===== config.mk =====
export PLATFORM = sky130hd
export DESIGN_NAME = tmds_encoder_3ch
export DESIGN_NICKNAME = d
export VERILOG_FILES = /design/src/rtl/tmds_encoder_3ch.sv
export SDC_FILE = /design/constraint.sdc
export NUM_CORES = 1
export LEC_CHECK = 0
export ABC_CLOCK_PERIOD_IN_PS = 5050
export BUFFER_PORTS_ARGS = -buffer_cell sky130_fd_sc_hd__buf_2
export CAP_MARGIN = 20
export CORE_AREA = 2 2 93 118
export CTS_BUF_LIST = sky130_fd_sc_hd__clkbuf_4 sky130_fd_sc_hd__clkbuf_8
export DETAILED_ROUTE_END_ITERATION = 16
export DIE_AREA = 0 0 95 120
export PLACE_DENSITY_LB_ADDON = 0.05
export SETUP_SLACK_MARGIN = 0.05
export SYNTH_ARGS = -nofsm -noshare
export SYNTH_HDL_FRONTEND = slang
export SYNTH_SLANG_ARGS = --single-unit

===== constraint.sdc =====
create_clock -name clk_pixel -period 5.05 [get_ports clk_pixel]
set_clock_uncertainty 0.2 [all_clocks]
set_input_delay 0.2525 -clock clk_pixel [delete_from_list [all_inputs] [get_ports clk_pixel]]
set_output_delay 0.2525 -clock clk_pixel [all_outputs]
set_load 0.02 [all_outputs]

===== src/rtl/tmds_encoder_3ch.sv =====
// Three-channel DVI 1.0 TMDS encoder: transition-minimising stage, then a
// DC-balancing stage with per-channel running disparity. Two-cycle latency.
module tmds_encoder_3ch (
  input  logic       clk_pixel,
  input  logic       reset,
  input  logic [7:0] red,
  input  logic [7:0] green,
  input  logic [7:0] blue,
  input  logic       hsync,
  input  logic       vsync,
  input  logic       de,
  output logic [9:0] tmds_red,
  output logic [9:0] tmds_green,
  output logic [9:0] tmds_blue
);

  localparam logic [9:0] TOKEN_00 = 10'b1101010100;
  localparam logic [9:0] TOKEN_01 = 10'b0010101011;
  localparam logic [9:0] TOKEN_10 = 10'b0101010100;
  localparam logic [9:0] TOKEN_11 = 10'b1010101011;

  // Channel index 0 = blue, 1 = green, 2 = red; only blue carries syncs.
  logic [7:0] data_in [3];
  logic [1:0] ctrl_in [3];
  logic [9:0] sym_out [3];

  assign data_in[0] = blue;
  assign data_in[1] = green;
  assign data_in[2] = red;
  assign ctrl_in[0] = {vsync, hsync};
  assign ctrl_in[1] = 2'b00;
  assign ctrl_in[2] = 2'b00;

  assign tmds_blue  = sym_out[0];
  assign tmds_green = sym_out[1];
  assign tmds_red   = sym_out[2];

  genvar gi;
  generate
    for (gi = 0; gi < 3; gi++) begin : g_ch
      logic [3:0]        n1;
      logic              use_xnor;
      logic [8:0]        q_m_d, q_m_q;
      logic              de_q;
      logic [1:0]        ctrl_q;
      logic [3:0]        n1q;
      logic signed [4:0] diff;
      logic signed [4:0] cnt_d, cnt_q;
      logic [9:0]        sym_d, sym_q;

      always_comb begin
        n1 = 4'd0;
        for (int i = 0; i < 8; i++) n1 = n1 + {3'b000, data_in[gi][i]};
        use_xnor = (n1 > 4'd4) || (n1 == 4'd4 && !data_in[gi][0]);
        q_m_d    = '0;
        q_m_d[0] = data_in[gi][0];
        for (int i = 1; i < 8; i++)
          q_m_d[i] = use_xnor ? ~(q_m_d[i-1] ^ data_in[gi][i]) : (q_m_d[i-1] ^ data_in[gi][i]);
        q_m_d[8] = ~use_xnor;
      end

      always_ff @(posedge clk_pixel or posedge reset) begin
        if (reset) begin
          q_m_q  <= '0;
          de_q   <= 1'b0;
          ctrl_q <= 2'b00;
        end else begin
          q_m_q  <= q_m_d;
          de_q   <= de;
          ctrl_q <= ctrl_in[gi];
        end
      end

      // diff = N1q - N0q = 2*N1q - 8; fits the 5-bit signed range exactly.
      always_comb begin
        n1q = 4'd0;
        for (int i = 0; i < 8; i++) n1q = n1q + {3'b000, q_m_q[i]};
        diff  = $signed({n1q, 1'b0} - 5'd8);
        sym_d = TOKEN_00;
        cnt_d = cnt_q;
        if (!de_q) begin
          cnt_d = 5'sd0;
          case (ctrl_q)
            2'b00:   sym_d = TOKEN_00;
            2'b01:   sym_d = TOKEN_01;
            2'b10:   sym_d = TOKEN_10;
            default: sym_d = TOKEN_11;
          endcase
        end else if (cnt_q == 5'sd0 || diff == 5'sd0) begin
          sym_d = {~q_m_q[8], q_m_q[8], q_m_q[8] ? q_m_q[7:0] : ~q_m_q[7:0]};
          cnt_d = q_m_q[8] ? cnt_q + diff : cnt_q - diff;
        end else if ((cnt_q > 5'sd0 && diff > 5'sd0) || (cnt_q < 5'sd0 && diff < 5'sd0)) begin
          sym_d = {1'b1, q_m_q[8], ~q_m_q[7:0]};
          cnt_d = cnt_q - diff + (q_m_q[8] ? 5'sd2 : 5'sd0);
        end else begin
          sym_d = {1'b0, q_m_q[8], q_m_q[7:0]};
          cnt_d = cnt_q + diff - (q_m_q[8] ? 5'sd0 : 5'sd2);
        end
      end

      always_ff @(posedge clk_pixel or posedge reset) begin
        if (reset) begin
          sym_q <= TOKEN_00;
          cnt_q <= 5'sd0;
        end else begin
          sym_q <= sym_d;
          cnt_q <= cnt_d;
        end
      end

      assign sym_out[gi] = sym_q;
    end
  endgenerate

endmodule


==> flow_summary.json <==
{
  "status": "finished clean",
  "crit_slowest_cell": "fa_1",
  "drive_above_1_share": 0.182,
  "cts-root-buf": "clkbuf_8",
  "regArea_um2": 1820,
  "slew_viol_final": 0,
  "dr.pass1.iters": 4,
  "cp_common_cell": "fa_1",
  "reg2reg_slack_ns": 0.22,
  "cp-endpoint": "g_ch[2].cnt_q[4]$_DFF_PP0_",
  "avgSynthCellArea_um2": 10.3,
  "cp_top_family": "adder cells",
  "yosysWarnings": 0,
  "layout_min_cycle_time_ns": 4.83,
  "numCtsBuffers": 9,
  "r2r_start": "g_ch[2].q_m_q[0]$_DFF_PP0_",
  "cts.sinks": 72,
  "critical_path_class": "flop to flop",
  "cts.reportedPaths.clkPinSlew_ns": 0.09,
  "detailedRoute.firstIterationViolations": 115,
  "overflow": 0,
  "cp_max_fo": 10,
  "multiInputGateArea_um2": 3410,
  "initial_core_util": 0.546,
  "h-tree-depth": 3,
  "finalHoldViolations": 0,
  "routedWlPerCell_um": 15.1,
  "synth_nets": 673,
  "fin_tns_setup_ns": 0,
  "dp_hpwl_um": 8800,
  "gp_congestion": 0.831,
  "num_vias": 3919,
  "cp.depth": 15,
  "drtAntennaViolNets": 0,
  "post-route-drc-count": 0,
  "fmax_ghz": 0.207,
  "final_nets": 743,
  "io_pins": 59,
  "design.core.area_um2": 10400,
  "antenna_found_initial": 0,
  "crit_chain": "fa_1 -> inv_1 -> fa_1 -> fa_1 -> inv_1 -> ha_1 -> fa_1 -> xor2_2 -> ha_1 -> ha_2 -> or2_2 -> a21oi_1 -> a2111oi_0 -> a2111oi_0 -> a211o_1",
  "dieWidth_um": 95,
  "cap_violations": 0,
  "rows": 42,
  "ys_ff_latch": 72,
  "syn_area_um2": 5650,
  "setup_viol": 0,
  "cp.required_ns": 5.10,
  "worstMarginPinSlew_ns": 0.718,
  "crit_start": "g_ch[2].q_m_q[0]$_DFF_PP0_",
  "viasPerCell": 5.18,
  "grt_usage": 0.223,
  "r2r-end": "g_ch[2].cnt_q[4]$_DFF_PP0_",
  "die_area_um2": 11400,
  "worstPathArrival_ns": 4.88,
  "cts_tree": "yes",
  "synth_edf_count": 0,
  "wirelength_um": 11400,
  "critPathBufInv": 2,
  "netlist_instances": 550,
  "endpoint_kind": "flop",
  "min_path_type": "input port to flop",
  "grt_max_degree": 60,
  "grt_pass1_wl_um": 19500,
  "die_h_um": 120,
  "start_kind": "flop",
  "final_cell_mix": "inv_1 (92), ha_1 (62), buf_2 (58), dfrtp_1 (57), xnor2_1 (51)",
  "timing.slew.headroom": 0.521,
  "yosysUniqueCellTypes": 45,
  "rsz0062_at_grt": "true",
  "async_flop_share": 1.00,
  "synth.yosys.seq_area_share": 0.322,
  "diodes": 0,
  "area_growth_pct": 14.3,
  "n_fill_cell": 895,
  "worst_r2r_path_depth": 15,
  "clock_latency_ns": 0.36,
  "cts_buffer_depth": 2,
  "critPathMaxStageDelay_ns": 0.53,
  "synthFlopType": "dfrtp_1",
  "mostFrequentLayoutCell": "inv_1",
  "timing.final.crit_share": 0.956,
  "first_global_vias": 4241,
  "port_buffers": 58
}
## logic make-up (layout without fill, tap and decap cells)
logic type | Yosys count | after routing | share of synthesized area
buffers and inverters | 112 | 187 | 0.0777
adder cells (fa/ha/maj) | 94 | 94 | 0.248
AO/OA/AOI/OAI | 89 | 89 | 0.0990
AND/OR/NAND/NOR | 88 | 88 | 0.0801
XOR/XNOR | 78 | 78 | 0.136
flip-flops | 72 | 72 | 0.322
multiplexers | 17 | 17 | 0.0370
## sequential cells by signal (all words and copies together), names as in the netlist
register / cells
tmds_blue: 10
g_ch.q_m_q: 27
g_ch.de_q: 1
tmds_green: 10
g_ch.cnt_q: 12
g_ch.ctrl_q: 2
tmds_red: 10
## cell type report
type | instances | area share
clock inverters | 6 | 0.0143
well taps | 132 | 0.0256
flip-flops and latches | 72 | 0.282
clock buffers | 10 | 0.0203
inverters | 94 | 0.0546
repair buffers | 77 | 0.0751
multi-input cells | 366 | 0.528
## cells in the mapped netlist, drive strengths merged (3+ instances only)
cell type,instances,area (um^2)
a31oi,5,31.3
fa,30,601
a21oi,33,165
xor2,17,149
o21bai,8,60.1
or3,6,47.5
nor2b,3,18.8
mux2i,16,198
or3b,3,26.3
ha,64,801
inv,93,349
buf,6,41.3
nand2,24,90.1
o21ai,15,75.1
a2111oi,6,52.6
xnor2,58,553
a21o,8,60.1
dfrtp,57,1430
nor2,20,75.1
xnor3,3,67.6
nand3,6,30.0
o21a,3,22.5
dfstp,15,394
or2,4,25.0
nor3,4,20.0
a211o,3,26.3
nand4,3,18.8
nor3b,4,30.0
and3,7,43.8
clkbuf,12,45.0
## stage by stage
step,std cells,worst slack (ns),hold slack [ns],instance area (um^2),utilization
after floorplan,550,0.359,0.0839,5650,-
after global placement,724,0.306,0.0260,6040,0.583
after detailed placement,724,0.134,0.0276,6040,0.583
after CTS,756,0.154,0.00278,6420,0.620
after global routing,757,0.0103,0.0265,6460,0.624
final,757,0.220,0.0230,6460,0.624
## timing repair
action | CTS | global route
buffers inserted | 0 | 1
hold buffers | 16 | 0
endpoints found under the setup margin | 0 | 6
endpoints found under the hold margin | 28 | 0
gates resized for setup | 0 | 6
## per-layer routing
layer | part of all wire | track usage | routed length [um]
met1 | 0.40 | 0.253 | 4570
met2 | 0.56 | 0.414 | 6340
met3 | 0.029 | 0.0458 | 332
met4 | 0.016 | 0.0670 | 186
met5 | 0 | 0 | 0
## worst min path at each step
stage	startpoint	to	slack, ns	cells past startpoint
6_report	green[7]	g_ch[1].q_m_q[7]$_DFF_PP0_	0.02	3
3_5_place_dp	reset	g_ch[2].cnt_q[4]$_DFF_PP0_	0.03	2
5_1_grt	green[7]	g_ch[1].q_m_q[7]$_DFF_PP0_	0.03	3
4_1_cts	green[7]	g_ch[1].q_m_q[7]$_DFF_PP0_	0.003	3
2_1_floorplan	hsync	g_ch[0].ctrl_q[0]$_DFF_PP0_	0.08	0
3_3_place_gp	reset	g_ch[2].cnt_q[4]$_DFF_PP0_	0.03	2
## tightest hold or removal path, delay by kind of cell
kind      cells  cell delay (ns)
buf+inv       1             0.10
xor+xnor      2             0.18
Power is left out: the tool's default activity adds up to more than one toggle a clock period on the data nets, which glitch-free logic cannot reach.
